[config.mk]
export PLATFORM = sky130hd
export DESIGN_NAME = adsr_envelope_flat
export DESIGN_NICKNAME = d
export VERILOG_FILES = /design/src/rtl/adsr_envelope_if.sv /design/src/rtl/adsr_envelope.sv /design/src/flat_wrapper.sv
export SDC_FILE = /design/constraint.sdc
export NUM_CORES = 1
export LEC_CHECK = 0
export CORE_ASPECT_RATIO = 1.2
export CORE_UTILIZATION = 35
export CTS_BUF_LIST = sky130_fd_sc_hd__clkbuf_8
export CTS_CLUSTER_SIZE = 10
export DETAILED_ROUTE_END_ITERATION = 12
export PLACE_DENSITY = 0.64
export SLEW_MARGIN = 20
export SYNTH_ARGS = -nofsm -noshare
export SYNTH_HDL_FRONTEND = slang
export SYNTH_SLANG_ARGS = --single-unit
[constraint.sdc]
create_clock -name clk -period 8.55 [get_ports clk]
set_input_delay 1.71 -clock clk [delete_from_list [all_inputs] [get_ports clk]]
set_output_delay 1.71 -clock clk [all_outputs]
set_load 0.01 [all_outputs]
[src/rtl/adsr_envelope_if.sv]
// Control and sample signals between the note/voice controller and the ADSR envelope.
interface adsr_envelope_if;
    logic               gate;
    logic        [15:0] attack_rate;
    logic        [15:0] decay_rate;
    logic        [15:0] sustain_level;
    logic        [15:0] release_rate;
    logic signed [15:0] wave_in;
    logic signed [15:0] wave_out;
    logic        [15:0] env_level;
    logic        [2:0]  env_state;

    modport master (
        output gate, attack_rate, decay_rate, sustain_level, release_rate, wave_in,
        input  wave_out, env_level, env_state
    );

    modport slave (
        input  gate, attack_rate, decay_rate, sustain_level, release_rate, wave_in,
        output wave_out, env_level, env_state
    );
endinterface

[src/rtl/adsr_envelope.sv]
// ADSR amplitude envelope: a five-phase level generator stepped at a prescaled tick,
// and a registered multiply that applies the level to the oscillator sample.
module adsr_envelope #(
    parameter int unsigned TICK_DIV = 1000
) (
    input  logic           clk,
    input  logic           reset,
    adsr_envelope_if.slave bus
);
    typedef enum logic [2:0] {
        IDLE    = 3'd0,
        ATTACK  = 3'd1,
        DECAY   = 3'd2,
        SUSTAIN = 3'd3,
        RELEASE = 3'd4
    } state_e;

    localparam int unsigned   CW        = $clog2(TICK_DIV);
    localparam logic [CW-1:0] TICK_LAST = CW'(TICK_DIV - 1);

    logic [CW-1:0]      presc_q, presc_d;
    logic               gate_q;
    state_e             state_q, state_d;
    logic [15:0]        level_q, level_d;
    logic signed [15:0] wave_q, wave_d;

    logic               tick, rise, fall;
    logic [16:0]        att_sum, dec_floor;
    logic signed [32:0] wave_x, level_x, prod;

    assign tick    = (presc_q == TICK_LAST);
    assign presc_d = tick ? '0 : presc_q + 1'b1;
    assign rise    =  bus.gate & ~gate_q;
    assign fall    = ~bus.gate &  gate_q;

    // 17-bit sums so the saturation compares see the carry.
    assign att_sum   = {1'b0, level_q} + {1'b0, bus.attack_rate};
    assign dec_floor = {1'b0, bus.sustain_level} + {1'b0, bus.decay_rate};

    // NOTE: every variable driven here gets a default first, so no path leaves it unassigned (no latch).
    always_comb begin
        state_d = state_q;
        level_d = level_q;
        if (rise) begin
            state_d = ATTACK;
        end else if (fall) begin
            if (state_q inside {ATTACK, DECAY, SUSTAIN}) state_d = RELEASE;
        end else if (tick) begin
            case (state_q)
                IDLE: level_d = '0;
                ATTACK: begin
                    if (att_sum >= 17'h0FFFF) begin
                        level_d = 16'hFFFF;
                        state_d = DECAY;
                    end else begin
                        level_d = att_sum[15:0];
                    end
                end
                DECAY: begin
                    // Also covers a sustain level at or above the current level on entry.
                    if ({1'b0, level_q} <= dec_floor) begin
                        level_d = bus.sustain_level;
                        state_d = SUSTAIN;
                    end else begin
                        level_d = level_q - bus.decay_rate;
                    end
                end
                SUSTAIN: level_d = bus.sustain_level;
                RELEASE: begin
                    if (level_q <= bus.release_rate) begin
                        level_d = '0;
                        state_d = IDLE;
                    end else begin
                        level_d = level_q - bus.release_rate;
                    end
                end
                default: begin
                    level_d = '0;
                    state_d = IDLE;
                end
            endcase
        end
    end

    // Unsigned level widened with a zero MSB so the product stays a signed multiply.
    assign wave_x = 33'(bus.wave_in);
    assign level_x = 33'({1'b0, level_q});
    assign prod    = wave_x * level_x;
    assign wave_d  = 16'(prod >>> 16);

    // NOTE: sequential state uses non-blocking assignments so every register samples pre-edge values.
    always_ff @(posedge clk) begin
        if (!reset) begin
            presc_q <= '0;
            gate_q  <= 1'b0;
            state_q <= IDLE;
            level_q <= '0;
            wave_q  <= '0;
        end else begin
            presc_q <= presc_d;
            gate_q  <= bus.gate;
            state_q <= state_d;
            level_q <= level_d;
            wave_q  <= wave_d;
        end
    end

    assign bus.env_state = state_q;
    assign bus.env_level = level_q;
    assign bus.wave_out  = wave_q;
endmodule

[src/flat_wrapper.sv]
// flat-port wrapper written by rule: the top's interface ports become plain ports
module adsr_envelope_flat 
#(
    parameter int unsigned TICK_DIV = 1000
)
  (clk, reset, bus_gate, bus_attack_rate, bus_decay_rate, bus_sustain_level, bus_release_rate, bus_wave_in, bus_wave_out, bus_env_level, bus_env_state);
  adsr_envelope_if bus_i ();
  input  logic clk;
  input  logic reset;
  input wire logic [$bits(bus_i.gate)-1:0] bus_gate;
  input wire logic [$bits(bus_i.attack_rate)-1:0] bus_attack_rate;
  input wire logic [$bits(bus_i.decay_rate)-1:0] bus_decay_rate;
  input wire logic [$bits(bus_i.sustain_level)-1:0] bus_sustain_level;
  input wire logic [$bits(bus_i.release_rate)-1:0] bus_release_rate;
  input wire logic [$bits(bus_i.wave_in)-1:0] bus_wave_in;
  output wire logic [$bits(bus_i.wave_out)-1:0] bus_wave_out;
  output wire logic [$bits(bus_i.env_level)-1:0] bus_env_level;
  output wire logic [$bits(bus_i.env_state)-1:0] bus_env_state;
  assign bus_i.gate = bus_gate;
  assign bus_i.attack_rate = bus_attack_rate;
  assign bus_i.decay_rate = bus_decay_rate;
  assign bus_i.sustain_level = bus_sustain_level;
  assign bus_i.release_rate = bus_release_rate;
  assign bus_i.wave_in = bus_wave_in;
  assign bus_wave_out = bus_i.wave_out;
  assign bus_env_level = bus_i.env_level;
  assign bus_env_state = bus_i.env_state;
  adsr_envelope #(.TICK_DIV(TICK_DIV)) u_core (.clk(clk), .reset(reset), .bus(bus_i));
endmodule
==> run_results.csv, run 1 <==
group,metric,value,unit
pwr,p_leak,7.65,nW
floorplanning,die_area,39800,um^2
clocking,htreeDepth,2,
clocking,tritoncts,"yes",
global_route,grt_pass1_wl,64900,um
yosys,ys_warn_count,0,
yosys,post-synth-top-count-cell,"inv_1",
worst_setup_path,cp.required,8.80,ns
floorplanning,core-area,38200,um^2
final_layout,area.growth.synth_to_final,14.1,%
sta,setup_violations,0,
sta,clock_skew,0.0186,ns
clocking,cts_buffers,5,
worst_setup_path,crit_path_start_kind,"primary input",
yosys,yosysSeqAreaShare,6.74,%
yosys,synth_top_area_cell,"fa_1",
yosys,yosysTopAreaCellShare,28.9,%
floorplanning,initial_core_util,35.8,%
yosys,synth_ff_type,"dfxtp_1",
worst_setup_path,path_cells,"clkdlybuf4s50_1, nand2_1, fa_1, fa_1, fa_1, inv_1, fa_1, fa_1, inv_1, fa_1, inv_1, ha_1, a211oi_1, nand2_1, a21oi_1, a211oi_1, o21bai_1, nand3_1, a31oi_1, mux2i_1",
sta,finalCriticalPeriod,7.84,ns
global_route,grt_max_degree,25,
clocking,post-cts-setup-buffers,0,
sta,rsz0062_at_grt,"false",
pwr,max-vdd-ir-drop,0.0480,mV
clocking,cts_resized,0,
worst_setup_path,worstSetupPathType,"in2reg",
placed_design,routabilityCongestion,0.903,
floorplanning,dieHeight,218,um
yosys,async_reset_ff_share,0,%
outcome,status,"finished, final reports clean",
route,postRouteAntennaNets,0,
yosys,syn-num-nets,2117,
yosys,ys_top_cells_by_area,"fa_1 (29%), ha_1 (18%), inv_1 (7.7%)",
placed_design,placed_cells,2257,
route,post_drt_via_cell_ratio,5.17,
clocking,cts_hold_buf,0,
pwr,power.density,42.0,nW/um^2
sta,slew_violations,0,
floorplanning,io_pins,118,
clocking,path_clk_slew,0.10,ns
yosys,syn_area,13700,um^2
worst_setup_path,slowest_stage,"clkdlybuf4s50_1",
clocking,clockBufferDepth,2,
final_layout,num-nets-final,2220,
floorplanning,rows,78,
global_route,antenna_found_initial,1,
sta,slew_headroom,33.1,%
worst_setup_path,cp_max_fo,16,
worst_setup_path,cpMostUsedCell,"fa_1",
flow_run,drv_cap,0,
route,post_drt_wl_per_cell,17.7,um
yosys,ys_ff_latch,46,
worst_setup_path,cpPeakStageDelay,0.85,ns
yosys,synthCells,1641,
floorplanning,die_w,182,um
global_route,grt_pass1_vias,12500,
final_layout,drive_gt1_share,2.75,%
clocking,cts-root-buf,"clkbuf_8",
placed_design,numPortBuffers,117,
sta,setup_tns,0,ns
final_layout,nFillCells,3828,
route,vias,11700,
global_route,grt-ovfl-total,0,
worst_setup_path,cp-end-kind,"flip-flop",
route,firstDrtPassIters,5,
sta,period_share,91.7,%
sta,timing.fmax,0.128,GHz
route,drc_errors,0,
yosys,yosys-top-cells-count,"inv_1 (279), fa_1 (197), ha_1 (196), nand2_1 (184), and2_1 (138)",
route,wl,40000,um
placed_design,hpwl,33500,um
worst_setup_path,arrival,8.09,ns
clocking,cts.sinks,46,
final_layout,fin_cells,2266,
yosys,synth_area_per_cell,8.32,um^2
global_route,track_usage,20.8,%
yosys,synth-edff-count,0,
worst_hold_path,hp-class,"reg2reg",
route,first_iter_violations,673,
yosys,yosys.cell_types.count,65,
sta,hold_violations,0,
sta,tightest_slew,1.00,ns
clocking,clk_latency,0.32,ns
worst max-delay path, delay by kind of cell:
kind                     cells  cell delay, ns
adder cells (fa/ha/maj)      7            3.28
multiplexers                 1            0.20
buffers and inverters        4            0.99
AO/OA/AOI/OAI                5            1.50
AND/OR/NAND/NOR              3            0.40
registers in the layout (all words and copies together) (netlist names):
name / cells
u_core.bus.env_level: 16
u_core.bus.env_state: 3
u_core.bus.wave_out: 16
u_core.gate_q: 1
u_core.presc_q: 10
stage by stage:
stage	hold slack, ns	utilization (%)	instance area, um^2	total power [mW]	setup slack (ns)
2_1_floorplan	0.418	-	13700	0.397	1.55
3_3_place_gp	0.430	40.6	15500	0.510	0.562
3_5_place_dp	0.436	40.6	15500	0.514	0.385
4_1_cts	0.458	40.8	15600	0.660	0.713
5_1_grt	0.501	40.8	15600	0.697	0.354
6_report	0.455	40.9	15600	0.655	0.709
logic make-up (layout without fill, tap and decap cells):
logic type | after synthesis | count (layout) | share of synthesized area (%)
flip-flops | 46 | 46 | 6.74
AO/OA/AOI/OAI | 275 | 275 | 13.5
adder cells (fa/ha/maj) | 393 | 393 | 46.8
buffers and inverters | 329 | 433 | 9.08
AND/OR/NAND/NOR | 519 | 519 | 18.8
XOR/XNOR | 72 | 72 | 4.62
other | 0 | 1 | 0
multiplexers | 7 | 7 | 0.513
layer usage:
layer | up-vias | GRT usage (%) | wire length, um
met3 | 80 | 1.70 | 1570
met5 | - | 0 | 0
met2 | 320 | 38.9 | 20600
li1 | 5558 | - | -
met4 | 0 | 8.94 | 1780
met1 | 5750 | 24.0 | 16100
final timing paths:
kind	startpoint	cells past startpoint	slack (ns)	endpoint
worst max-delay path	bus_wave_in[2]	20	0.71	u_core.bus.wave_out[13]$_SDFF_PN0_
worst min-delay path	u_core.presc_q[0]$_SDFF_PP0_	1	0.46	u_core.presc_q[0]$_SDFF_PP0_
worst max register to register	u_core.bus.env_level[7]$_SDFFE_PN0P_	23	1.83	u_core.bus.wave_out[13]$_SDFF_PN0_
worst min register to register	u_core.presc_q[0]$_SDFF_PP0_	1	0.46	u_core.presc_q[0]$_SDFF_PP0_
final cells by class:
cell class	count	area [um^2]	share of cell area, %
Antenna cell	1	2.50	0.0161
Clock buffer	5	68.8	0.441
Clock inverter	3	17.5	0.112
Inverter	280	1050	6.74
Multi-Input combinational cell	1266	11500	73.7
Sequential cell	46	921	5.91
Tap cell	520	651	4.17
Timing Repair Buffer	145	1380	8.86
layout by cell type (no fill, tap or decap), drive strengths merged, types with 4 or more instances in the layout:
| cell type | Yosys | final |
|---|---|---|
| inv | 279 | 280 |
| fa | 197 | 197 |
| ha | 196 | 196 |
| nand2 | 184 | 184 |
| and2 | 138 | 138 |
| clkdlybuf4s50 | 0 | 117 |
| nor2 | 83 | 83 |
| a21oi | 77 | 77 |
| o21ai | 61 | 61 |
| xnor2 | 46 | 46 |
| dfxtp | 46 | 46 |
| a21o | 29 | 29 |
| buf | 4 | 28 |
| xor2 | 26 | 26 |
| nand3 | 22 | 22 |
| nor3 | 22 | 22 |
| a211oi | 17 | 17 |
| nand2b | 12 | 12 |
| o21a | 11 | 11 |
| nand4 | 11 | 11 |
| a31oi | 11 | 11 |
| a221oi | 11 | 11 |
| o211ai | 9 | 9 |
| nor2b | 8 | 8 |
| and3 | 8 | 8 |
| a211o | 7 | 7 |
| mux2i | 7 | 7 |
| or2 | 7 | 7 |
| o21bai | 6 | 6 |
| clkbuf | 45 | 5 |
| a2111oi | 5 | 5 |
| or3 | 4 | 4 |
| nor4 | 4 | 4 |
| and4 | 4 | 4 |
where the power goes:
group          switching [mW]  internal [mW]
sequential            0.00538          0.221
clock                  0.0876         0.0569
combinational           0.155          0.129
Power figures use the tool's default switching activity.
==> run 2: changes to the inputs <==
--- a/config.mk
+++ b/config.mk
@@ -6,11 +6,11 @@
 export NUM_CORES = 1
 export LEC_CHECK = 0
 export CORE_ASPECT_RATIO = 1.2
-export CORE_UTILIZATION = 35
+export CORE_UTILIZATION = 45
 export CTS_BUF_LIST = sky130_fd_sc_hd__clkbuf_8
 export CTS_CLUSTER_SIZE = 10
 export DETAILED_ROUTE_END_ITERATION = 12
-export PLACE_DENSITY = 0.64
+export PLACE_DENSITY = 0.76
 export SLEW_MARGIN = 20
 export SYNTH_ARGS = -nofsm -noshare
 export SYNTH_HDL_FRONTEND = slang
==> run 2 against run 1 <==
  * Combinational power hardly changed
  * Clock power barely moved
  * Global-route usage grew 4.8 points
  * Worst hold slack worse by 0.0038 ns
  * Register-to-register slack better by 0.16 ns
  * Core utilization up 11 points
  * Via count is 1.2% higher
  * Routed wire length decreased by 5.0%
  * Flip-flop and latch count did not move
  * Power hardly changed
  * First-iteration DRC count increased by 3.4%
  * Final cell count is 5.9% lower
  * Critical path type unchanged
==> run_results.csv, run 2 (synthesis gave the netlist of run 1 again) <==
group,metric,value,unit
floorplanning,rows,69,
sta,rsz0062_at_grt,"false",
clocking,cts.sinks,46,
worst_setup_path,crit_path_start_kind,"primary input",
worst_setup_path,cp_max_fo,16,
floorplanning,initial_core_util,46.0,%
final_layout,drive_gt1_share,2.64,%
route,post_drt_via_cell_ratio,5.55,
pwr,combPwrFrac,43.0,%
pwr,switching_share,37.8,%
final_layout,area.growth.synth_to_final,12.8,%
clocking,path_clk_slew,0.10,ns
pwr,max-vdd-ir-drop,0.0561,mV
worst_setup_path,cpMostUsedCell,"fa_1",
sta,holdWs,0.452,ns
clocking,tritoncts,"yes",
placed_design,routabilityCongestion,0.950,
route,wl,38000,um
floorplanning,core-area,29700,um^2
route,firstDrtPassIters,5,
sta,setup_ws,0.745,ns
sta,slew_violations,0,
clocking,clockBufferDepth,2,
sta,slew_headroom,29.2,%
worst_setup_path,slowest_stage,"clkdlybuf4s50_1",
worst_setup_path,cp-end-kind,"flip-flop",
route,postRouteAntennaNets,0,
sta,period_share,91.3,%
sta,hold_violations,0,
clocking,cts_hold_buf,0,
clocking,clk_latency,0.33,ns
floorplanning,dieHeight,193,um
sta,clock_skew,0.0186,ns
sta,setup_tns,0,ns
placed_design,hpwl,31800,um
placed_design,post-place-ws,0.470,ns
clocking,cts-root-buf,"clkbuf_8",
route,post_drt_wl_per_cell,17.8,um
worst_setup_path,worstSetupPathType,"in2reg",
pwr,power.density,42.5,nW/um^2
clocking,htreeDepth,2,
worst_setup_path,cp.required,8.80,ns
final_layout,layout_commonest_cell,"inv_1",
final_layout,final_cell_mix,"inv_1 (279), fa_1 (197), ha_1 (196)",
final_layout,num-nets-final,2217,
global_route,grt-ovfl-total,0,
global_route,grt_max_degree,25,
floorplanning,die_w,161,um
worst_setup_path,path_cells,"clkdlybuf4s50_1, and2_1, fa_1, inv_1, fa_1, fa_1, inv_1, fa_1, fa_1, inv_1, fa_1, inv_1, ha_1, a211oi_1, nand2_1, a21oi_1, a211oi_1, o21bai_1, nand3_1, a31oi_1, mux2i_1",
route,drc_errors,0,
clocking,cts_resized,0,
pwr,pwr-share-seq,34.5,%
outcome,status,"finished, final reports clean",
worst_setup_path,cpPeakStageDelay,0.67,ns
global_route,grt_pass1_wl,62500,um
sta,timing.fmax,0.128,GHz
global_route,track_usage,25.5,%
placed_design,place_area,15300,um^2
pwr,p_int,408,uW
sta,finalCriticalPeriod,7.80,ns
worst_hold_path,hp-class,"reg2reg",
sta,tightest_slew,1.06,ns
worst_setup_path,cp_num_buf_inv,5,
clocking,cts_buffers,5,
global_route,antenna_found_initial,1,
sta,setup_violations,0,
route,first_iter_violations,696,
route,vias,11800,
placed_design,numPortBuffers,117,
pwr,p_clk_share,22.5,%
clocking,post-cts-setup-buffers,0,
flow_run,drv_cap,0,
pwr,p_sw,247,uW
floorplanning,die_area,31100,um^2
pwr,p_leak,7.63,nW
final_layout,design_area,15400,um^2
worst_setup_path,arrival,8.06,ns
worst_setup_path,crit_family,"adder cells",
floorplanning,io_pins,118,
global_route,grt_pass1_vias,12500,
run 2: power by group through the flow:
stage | Clock (mW) | Combinational, mW | Sequential, mW
final | 0.147 | 0.282 | 0.226
after global routing | 0.158 | 0.311 | 0.227
after CTS | 0.151 | 0.280 | 0.226
after detailed placement | 0 | 0.278 | 0.231
after global placement | 0 | 0.273 | 0.231
after floorplan | 0 | 0.166 | 0.231
run 2: path summary, 6_finish.rpt:
kind,startpoint,endpoint,slack [ns],cells after the start
worst max register to register,u_core.bus.env_level[13]$_SDFFE_PN0P_,u_core.bus.wave_out[13]$_SDFF_PN0_,1.99,21
worst min-delay path,u_core.presc_q[0]$_SDFF_PP0_,u_core.presc_q[0]$_SDFF_PP0_,0.45,1
worst min register to register,u_core.presc_q[0]$_SDFF_PP0_,u_core.presc_q[0]$_SDFF_PP0_,0.45,1
worst max-delay path,bus_wave_in[4],u_core.bus.wave_out[13]$_SDFF_PN0_,0.75,21
run 2: area by class of cell:
| type | instances | area (um^2) |
|---|---|---|
| fill | 2862 | 14300 |
| multi-input combinational | 1266 | 11500 |
| timing repair buffer | 142 | 1360 |
| inverter | 280 | 1050 |
| sequential | 46 | 921 |
| tap | 390 | 488 |
| clock buffer | 5 | 68.8 |
| clock inverter | 3 | 21.3 |
| antenna | 1 | 2.50 |
run 2: stage by stage:
stage / instances / util [%] / total power, mW
finish: 2133 / 51.9 / 0.655
global route: 2132 / 51.9 / 0.696
CTS: 2132 / 51.9 / 0.657
detailed placement: 2124 / 51.6 / 0.509
global placement: 2124 / 51.6 / 0.505
floorplan: 1641 / - / 0.397
run 2: per-layer routing:
metal | vias to the layer above | global-route usage [%] | part of all wire, %
li1 | 5537 | - | -
met1 | 5829 | 28.5 | 39
met2 | 383 | 47.9 | 51
met3 | 94 | 2.71 | 4.9
met4 | 0 | 13.0 | 5.2
met5 | - | 0 | 0
run 2: worst reg2reg max path, cell delays in order (launching register included):
cell and delay (ns):
dfxtp_1 0.82, buf_4 0.30, nand2_1 0.09, fa_1 0.54, fa_1 0.52, fa_1 0.52
inv_1 0.06, fa_1 0.49, fa_1 0.49, inv_1 0.05, fa_1 0.47, inv_1 0.04
ha_1 0.29, a21o_1 0.16, a21oi_1 0.20, nand2_1 0.08, a21oi_1 0.36, a211oi_1 0.17
o21bai_1 0.30, nand3_1 0.14, a31oi_1 0.22, mux2i_1 0.21
==> run 3: changes to the inputs <==
--- a/config.mk
+++ b/config.mk
@@ -8,10 +8,12 @@
 export CORE_ASPECT_RATIO = 1.2
 export CORE_UTILIZATION = 45
 export CTS_BUF_LIST = sky130_fd_sc_hd__clkbuf_8
-export CTS_CLUSTER_SIZE = 10
+export CTS_CLUSTER_SIZE = 30
 export DETAILED_ROUTE_END_ITERATION = 12
 export PLACE_DENSITY = 0.76
+export SKIP_CTS_REPAIR_TIMING = 1
 export SLEW_MARGIN = 20
 export SYNTH_ARGS = -nofsm -noshare
 export SYNTH_HDL_FRONTEND = slang
 export SYNTH_SLANG_ARGS = --single-unit
+export TNS_END_PERCENT = 100
==> results of run 3 <==
The final DEF is identical to that of run 2; final timing and power are the same.
